===== src/rtl/qif_pkg.sv =====
// Shared constants, widths and FSM encoding for the QIF neuron datapath and
// the time-multiplexed scheduler built around it.
package qif_pkg;

  localparam int V_W   = 8;   // membrane width (signed)
  localparam int I_W   = 8;   // current / bias width (unsigned)
  localparam int SUM_W = 11;  // headroom for v + a + q*q before saturation
  localparam int REF_W = 4;   // refractory counter width

  localparam logic signed [V_W-1:0] DEF_V_TH         = 8'sd50;
  localparam logic signed [V_W-1:0] DEF_V_RESET      = -8'sd20;
  localparam logic [REF_W-1:0]      DEF_REFRAC_TICKS = 4'd2;

  typedef enum logic [1:0] {
    S_IDLE,
    S_FETCH,
    S_COMPUTE,
    S_WRITEBACK
  } state_t;

endpackage


===== src/rtl/qif_update_unit.sv =====
// Combinational QIF membrane update for one neuron: quadratic growth term,
// saturation, threshold/spike and refractory handling.
module qif_update_unit
  import qif_pkg::*;
#(
  parameter logic signed [V_W-1:0] V_TH         = DEF_V_TH,
  parameter logic signed [V_W-1:0] V_RESET      = DEF_V_RESET,
  parameter logic [REF_W-1:0]      REFRAC_TICKS = DEF_REFRAC_TICKS
) (
  input  logic signed [V_W-1:0] v,
  input  logic [I_W-1:0]        i_eff,
  input  logic [REF_W-1:0]      refrac,
  output logic signed [V_W-1:0] v_next,
  output logic [REF_W-1:0]      refrac_next,
  output logic                  spike
);

  localparam logic signed [SUM_W-1:0] S_MAX = 127;
  localparam logic signed [SUM_W-1:0] S_MIN = -128;

  logic signed [V_W-1:0]   q;
  logic signed [SUM_W-1:0] v_ext;
  logic signed [SUM_W-1:0] a_ext;
  logic signed [SUM_W-1:0] q_ext;
  logic signed [SUM_W-1:0] s_raw;
  logic signed [V_W-1:0]   s_sat;

  // NOTE: every variable driven here gets a default first, so no path can
  // leave one unassigned and infer a latch.
  always_comb begin
    q     = v >>> 3;
    v_ext = {{(SUM_W-V_W){v[V_W-1]}}, v};
    a_ext = {{(SUM_W-I_W){1'b0}}, (i_eff >> 2)};
    q_ext = {{(SUM_W-V_W){q[V_W-1]}}, q};
    s_raw = v_ext + a_ext + q_ext * q_ext;

    if (s_raw > S_MAX)      s_sat = S_MAX[V_W-1:0];
    else if (s_raw < S_MIN) s_sat = S_MIN[V_W-1:0];
    else                    s_sat = s_raw[V_W-1:0];

    v_next      = s_sat;
    refrac_next = refrac;
    spike       = 1'b0;

    if (refrac != '0) begin
      v_next      = V_RESET;
      refrac_next = refrac - 1'b1;
    end else if (s_sat >= V_TH) begin
      v_next      = V_RESET;
      refrac_next = REFRAC_TICKS;
      spike       = 1'b1;
    end
  end

endmodule


===== src/rtl/qif_neuron_scheduler.sv =====
// Time-multiplexes one QIF update unit across N_NEURONS virtual neurons,
// one fetch/compute/writeback slot per neuron per divider tick.
module qif_neuron_scheduler
  import qif_pkg::*;
#(
  parameter int                    N_NEURONS    = 4,
  parameter logic signed [V_W-1:0] V_TH         = DEF_V_TH,
  parameter logic signed [V_W-1:0] V_RESET      = DEF_V_RESET,
  parameter logic [REF_W-1:0]      REFRAC_TICKS = DEF_REFRAC_TICKS,
  parameter int                    TICK_DIV     = 16,
  localparam int                   A_W          = (N_NEURONS > 1) ? $clog2(N_NEURONS) : 1,
  localparam int                   C_W          = $clog2(TICK_DIV)
) (
  input  logic                  clk,
  input  logic                  rst_n,
  input  logic                  ena,
  input  logic [I_W-1:0]        i_syn,
  input  logic                  cfg_we,
  input  logic [A_W-1:0]        cfg_addr,
  input  logic [I_W-1:0]        cfg_data,
  output logic                  cfg_ack,
  input  logic [A_W-1:0]        mon_sel,
  output logic signed [V_W-1:0] v_mon,
  output logic [N_NEURONS-1:0]  spike_vec,
  output logic                  round_done,
  output logic                  busy,
  output logic                  overrun
);

  state_t state, state_nxt;
  logic [C_W-1:0] div_cnt;
  logic [A_W-1:0] k;

  logic signed [V_W-1:0] v_mem    [N_NEURONS];
  logic [I_W-1:0]        bias_mem [N_NEURONS];
  logic [REF_W-1:0]      ref_mem  [N_NEURONS];

  logic signed [V_W-1:0] v_lat, v_res, v_upd;
  logic [I_W-1:0]        bias_lat;
  logic [REF_W-1:0]      ref_lat, ref_res, ref_upd;
  logic                  spk_res, spk_upd;
  logic [I_W:0]          i_sum;
  logic [I_W-1:0]        i_eff;

  logic tick, last, round_start, wb_last, cfg_ok;

  assign tick   = ena && (div_cnt == C_W'(TICK_DIV - 1));
  assign last   = (k == A_W'(N_NEURONS - 1));
  assign cfg_ok = cfg_we && (state == S_IDLE) && !tick;
  assign busy   = (state != S_IDLE);

  // Bias is added to the live shared current and clamped before the >>2.
  assign i_sum = {1'b0, i_syn} + {1'b0, bias_lat};
  assign i_eff = i_sum[I_W] ? '1 : i_sum[I_W-1:0];

  qif_update_unit #(
    .V_TH         (V_TH),
    .V_RESET      (V_RESET),
    .REFRAC_TICKS (REFRAC_TICKS)
  ) u_update (
    .v           (v_lat),
    .i_eff       (i_eff),
    .refrac      (ref_lat),
    .v_next      (v_upd),
    .refrac_next (ref_upd),
    .spike       (spk_upd)
  );

  always_comb begin
    state_nxt   = state;
    round_start = 1'b0;
    wb_last     = 1'b0;
    unique case (state)
      S_IDLE: begin
        if (tick) begin
          state_nxt   = S_FETCH;
          round_start = 1'b1;
        end
      end
      S_FETCH:   state_nxt = S_COMPUTE;
      S_COMPUTE: state_nxt = S_WRITEBACK;
      S_WRITEBACK: begin
        if (last) begin
          state_nxt = S_IDLE;
          wb_last   = 1'b1;
        end else begin
          state_nxt = S_FETCH;
        end
      end
      default: state_nxt = S_IDLE;
    endcase
  end

  // NOTE: all clocked state uses non-blocking assignments so every register
  // samples pre-edge values regardless of block ordering.
  always_ff @(posedge clk or negedge rst_n) begin
    if (!rst_n) begin
      state <= S_IDLE;
      k     <= '0;
    end else begin
      state <= state_nxt;
      if (round_start)                         k <= '0;
      else if (state == S_WRITEBACK && !last)  k <= k + 1'b1;
    end
  end

  always_ff @(posedge clk or negedge rst_n) begin
    if (!rst_n) begin
      div_cnt <= '0;
    end else if (ena) begin
      div_cnt <= tick ? '0 : div_cnt + 1'b1;
    end
  end

  always_ff @(posedge clk or negedge rst_n) begin
    if (!rst_n) begin
      v_lat    <= '0;
      bias_lat <= '0;
      ref_lat  <= '0;
      v_res    <= '0;
      ref_res  <= '0;
      spk_res  <= 1'b0;
    end else begin
      if (state == S_FETCH) begin
        v_lat    <= v_mem[k];
        bias_lat <= bias_mem[k];
        ref_lat  <= ref_mem[k];
      end
      if (state == S_COMPUTE) begin
        v_res   <= v_upd;
        ref_res <= ref_upd;
        spk_res <= spk_upd;
      end
    end
  end

  // NOTE: the neuron state arrays are cleared by reset because a fresh tile
  // must start every membrane, bias and refractory count at zero; this keeps
  // them in flops rather than a RAM macro.
  always_ff @(posedge clk or negedge rst_n) begin
    if (!rst_n) begin
      for (int i = 0; i < N_NEURONS; i++) begin
        v_mem[i]   <= '0;
        ref_mem[i] <= '0;
      end
    end else if (state == S_WRITEBACK) begin
      v_mem[k]   <= v_res;
      ref_mem[k] <= ref_res;
    end
  end

  always_ff @(posedge clk or negedge rst_n) begin
    if (!rst_n) begin
      for (int i = 0; i < N_NEURONS; i++) bias_mem[i] <= '0;
    end else if (cfg_ok) begin
      bias_mem[cfg_addr] <= cfg_data;
    end
  end

  always_ff @(posedge clk or negedge rst_n) begin
    if (!rst_n) begin
      spike_vec  <= '0;
      round_done <= 1'b0;
      cfg_ack    <= 1'b0;
      overrun    <= 1'b0;
      v_mon      <= '0;
    end else begin
      if (round_start)                spike_vec    <= '0;
      else if (state == S_WRITEBACK)  spike_vec[k] <= spk_res;
      round_done <= wb_last;
      cfg_ack    <= cfg_ok;
      if (tick && state != S_IDLE) overrun <= 1'b1;
      v_mon      <= v_mem[mon_sel];
    end
  end

endmodule

===== config.mk =====
export PLATFORM = sky130hd
export DESIGN_NAME = qif_neuron_scheduler
export DESIGN_NICKNAME = d
export VERILOG_FILES = /design/src/rtl/qif_pkg.sv /design/src/rtl/qif_update_unit.sv /design/src/rtl/qif_neuron_scheduler.sv
export SDC_FILE = /design/constraint.sdc
export NUM_CORES = 1
export LEC_CHECK = 0
export ABC_AREA = 1
export CAP_MARGIN = 20
export CORE_ASPECT_RATIO = 1.5
export CORE_MARGIN = 1.5
export CORE_UTILIZATION = 40
export CTS_BUF_LIST = sky130_fd_sc_hd__clkbuf_16
export CTS_CLUSTER_SIZE = 14
export DETAILED_ROUTE_END_ITERATION = 8
export PLACE_DENSITY = 0.59
export SETUP_SLACK_MARGIN = 0.2
export SLEW_MARGIN = 20
export SYNTH_ARGS = -nofsm -noshare
export SYNTH_HDL_FRONTEND = slang
export SYNTH_SLANG_ARGS = --single-unit

===== constraint.sdc =====
create_clock -name clk -period 15.28 [get_ports clk]
set_clock_uncertainty 0.1 [all_clocks]
set_input_delay 3.82 -clock clk [delete_from_list [all_inputs] [get_ports clk]]
set_output_delay 3.82 -clock clk [all_outputs]
set_load 0.05 [all_outputs]

==> results by group <==
STA
  • F_max: 113.0 MHz
  • Final-report hold violation count: 0
  • Total negative slack: 0 ns
  • Relative slew slack: 0.3239
  • RSZ-0062 raised after global routing: no
  • Setup Viol. Count Final: 0
  • Crit share post-route: 0.5790
  • Max Slew Vio Count: 0
  • Worst Tran Pin Value: 1.012 ns
  • Final worst path period need: roughly 9 ns

Routing
  • Via density: 5.012
  • Via Count: 6180
  • WL final: roughly 18 mm
  • First DRT Iteration DRCs: 370
  • Avg WL per Cell: 14.63 um
  • DRT Pass-1 Iters: 4
  • Post-DRT Antenna Nets: 0
  • DRC: 0

Finish
  • Share of layout cells above drive strength 1: 0.06218
  • Synthesis-to-layout area growth: 15.94%
  • Commonest non-fill, non-tap cell in the layout: nand2_1
  • Fin nets: 1054
  • # diodes: 0
  • Post-Layout Cell Count: 1233
  • Most frequent cells in the layout: nand2_1, o21ai_0, dfrtp_1

Logic synthesis
  • Net Count, Synth: 1023
  • Syn Std Cell Area: 7682 sq um
  • Yosys warning count: 0
  • Yosys reg bits: 136
  • Netlist cell types: 34
  • Gate Count Post-Synth: 937
  • Seq/Total Area, Yosys: 0.4430
  • Syn Area/Cell: between 8 and 9 sq um

Worst setup path
  • Top cell by count, worst path: nand2_1
  • Register-to-Register Setup Slack: 9.78 ns
  • Startpoint types: input port
  • CP max FO: 10
  • Critical Path RT: 15.49 ns
  • Reg2reg end: v_res[3]
  • Max incr delay on CP: 0.42 ns
  • FF-to-FF path depth: 28
  • CP max stage cell: clkdlybuf4s50_1
  • RR Startpoint: v_lat[3]
  • Critical path endpoint category: register
  • Worst path arrival time: 9.06 ns
  • Crit path kind: in -> reg

Clock tree
  • CTS resizes: 0
  • Number of H-tree levels: 4
  • CTS tree: done
  • Clock Sinks: 136
  • Worst-path clk slew: 0.06 ns
  • CTS Hold Bufs: 0
  • Post-CTS repair timing setup buffer count: 0
  • CTS Buf Count: 17
  • Clk buf depth: 2
  • CTS root buffer: clkbuf_16
  • Clk Latency, worst-skew pair: 0.42 ns

Floorplanning
  • Die Area: approximately 20000 sq um
  • Starting Density: 0.4108
  • Die Wd: around 120 um
  • Row Count: between 60 and 70
  • Core area: 18700 sq um
  • Height of the die: 172.7 um
  • Io pins: 40

Hold path
  • Hold Path End: bias_mem[17]
  • Hold Path Stages: 2
  • Worst hold start: bias_mem[17]
  • Hold/Removal Path Class: reg -> reg

Placement
  • Post-Place Cells: between 1000 and 1500
  • # port buffers: 39
  • Routability cong.: roughly 0.84
  • Detailed Place HPWL: roughly 12 mm

Global route
  • Vias in the first global route: between 6000 and 7000
  • GRT Util Overall: 0.1942
  • Largest net degree at the start of global routing: 74
  • Antenna violations before repair: 0
  • Total gr overflow: 0
  • First-pass GRT wire length: 30.46 mm

Outcome
  • Outcome: completed

Run
  • Max cap viols: 0
worst max-delay path: cells and delay by family:
family	cells	cell delay [ns]
buf+inv	4	0.66
simple gates	18	1.64
compound gates	8	1.46
fa+ha+maj	4	1.24
xor+xnor	1	0.21
stage by stage:
stage               setup WS, ns  hold WS (ns)    util  cell area (sq um)
global placement           6.109        0.3601  0.4442               8307
CTS                        6.400        0.3824  0.4763               8907
finish                     6.432        0.3765  0.4763               8907
floorplan                  6.995        0.3478       -               7682
detailed placement         5.987        0.3645  0.4442               8307
global route               5.821        0.3949  0.4763               8907
cell usage after synthesis:
cell | count | area share
o21ai_1 | 3 | 0.0020
nor2_2 | 1 | 0.00081
xnor2_1 | 12 | 0.014
a21o_1 | 1 | 0.00098
nand2_2 | 11 | 0.0090
nand3_1 | 28 | 0.018
nand4_1 | 5 | 0.0041
ha_1 | 49 | 0.080
clkinv_1 | 1 | 0.00049
nor3_1 | 3 | 0.0020
clkbuf_4 | 1 | 0.00098
buf_1 | 1 | 0.00049
o21bai_1 | 4 | 0.0039
inv_1 | 97 | 0.047
xor2_1 | 16 | 0.018
dfrtp_1 | 136 | 0.44
a21oi_2 | 3 | 0.0034
o22ai_1 | 21 | 0.017
a31oi_1 | 12 | 0.0098
inv_2 | 1 | 0.00049
nor2_4 | 1 | 0.0015
nor3b_1 | 1 | 0.00098
fa_1 | 13 | 0.034
a21oi_1 | 27 | 0.018
nand2_1 | 182 | 0.089
a31o_2 | 1 | 0.0011
mux2_2 | 1 | 0.0015
a21boi_2 | 1 | 0.0015
o21ai_2 | 2 | 0.0023
nand2_4 | 2 | 0.0029
or3_1 | 1 | 0.00081
nor2_1 | 113 | 0.055
clkbuf_1 | 31 | 0.015
o21ai_0 | 155 | 0.10
layer usage:
layer  share of wire  vias up  global-route usage
met4           0.028        0             0.07927
met1            0.44     2927              0.2429
met3           0.024       26             0.02769
li1                -     3123                   -
met5               0        -                   0
met2            0.51      104              0.3319
registers in the layout (all words and copies together) (netlist names), 2 cells and up:
| signal | flops |
|---|---|
| div_cnt | 4 |
| k | 2 |
| bias_lat | 8 |
| v_lat | 8 |
| state | 2 |
| ref_mem | 16 |
| v_mon | 8 |
| v_mem | 32 |
| v_res | 8 |
| ref_lat | 4 |
| bias_mem | 32 |
| ref_res | 4 |
| spike_vec | 4 |
cell type report:
class | instances | area [sq um]
Sequential cell | 136 | 3403
Tap cell | 252 | 315.3
Inverter | 99 | 371.6
Clock inverter | 15 | 175.2
Multi-Input combinational cell | 669 | 3780
Clock buffer | 17 | 425.4
Timing Repair Buffer | 45 | 436.7
Fill cell | 1850 | 9792
how the worst max path moves through the flow:
stage,startpoint,endpoint,cells after the start,slack [ns]
floorplan,i_syn[1],ref_res[0],36,7.00
global placement,i_syn[1],v_res[3],35,6.11
detailed placement,i_syn[1],v_res[3],35,5.99
CTS,i_syn[1],v_res[3],35,6.40
global route,i_syn[1],ref_res[0],37,5.82
finish,i_syn[1],v_res[3],35,6.43
cells by family (layout without fill, tap and decap cells):
group | after synthesis | after routing | synth area share
and+or+nand+nor | 348 | 348 | 0.1844
AOI/OAI and AO/OA | 230 | 230 | 0.1606
DFF | 136 | 136 | 0.4430
buffers and inverters | 132 | 176 | 0.06498
adders and majority gates | 62 | 62 | 0.1137
xor gates and xnor gates | 28 | 28 | 0.03192
muxes | 1 | 1 | 0.001466
Power is left out: the tool's default activity adds up to more than one toggle a clock period on the data nets, which glitch-free logic cannot reach.
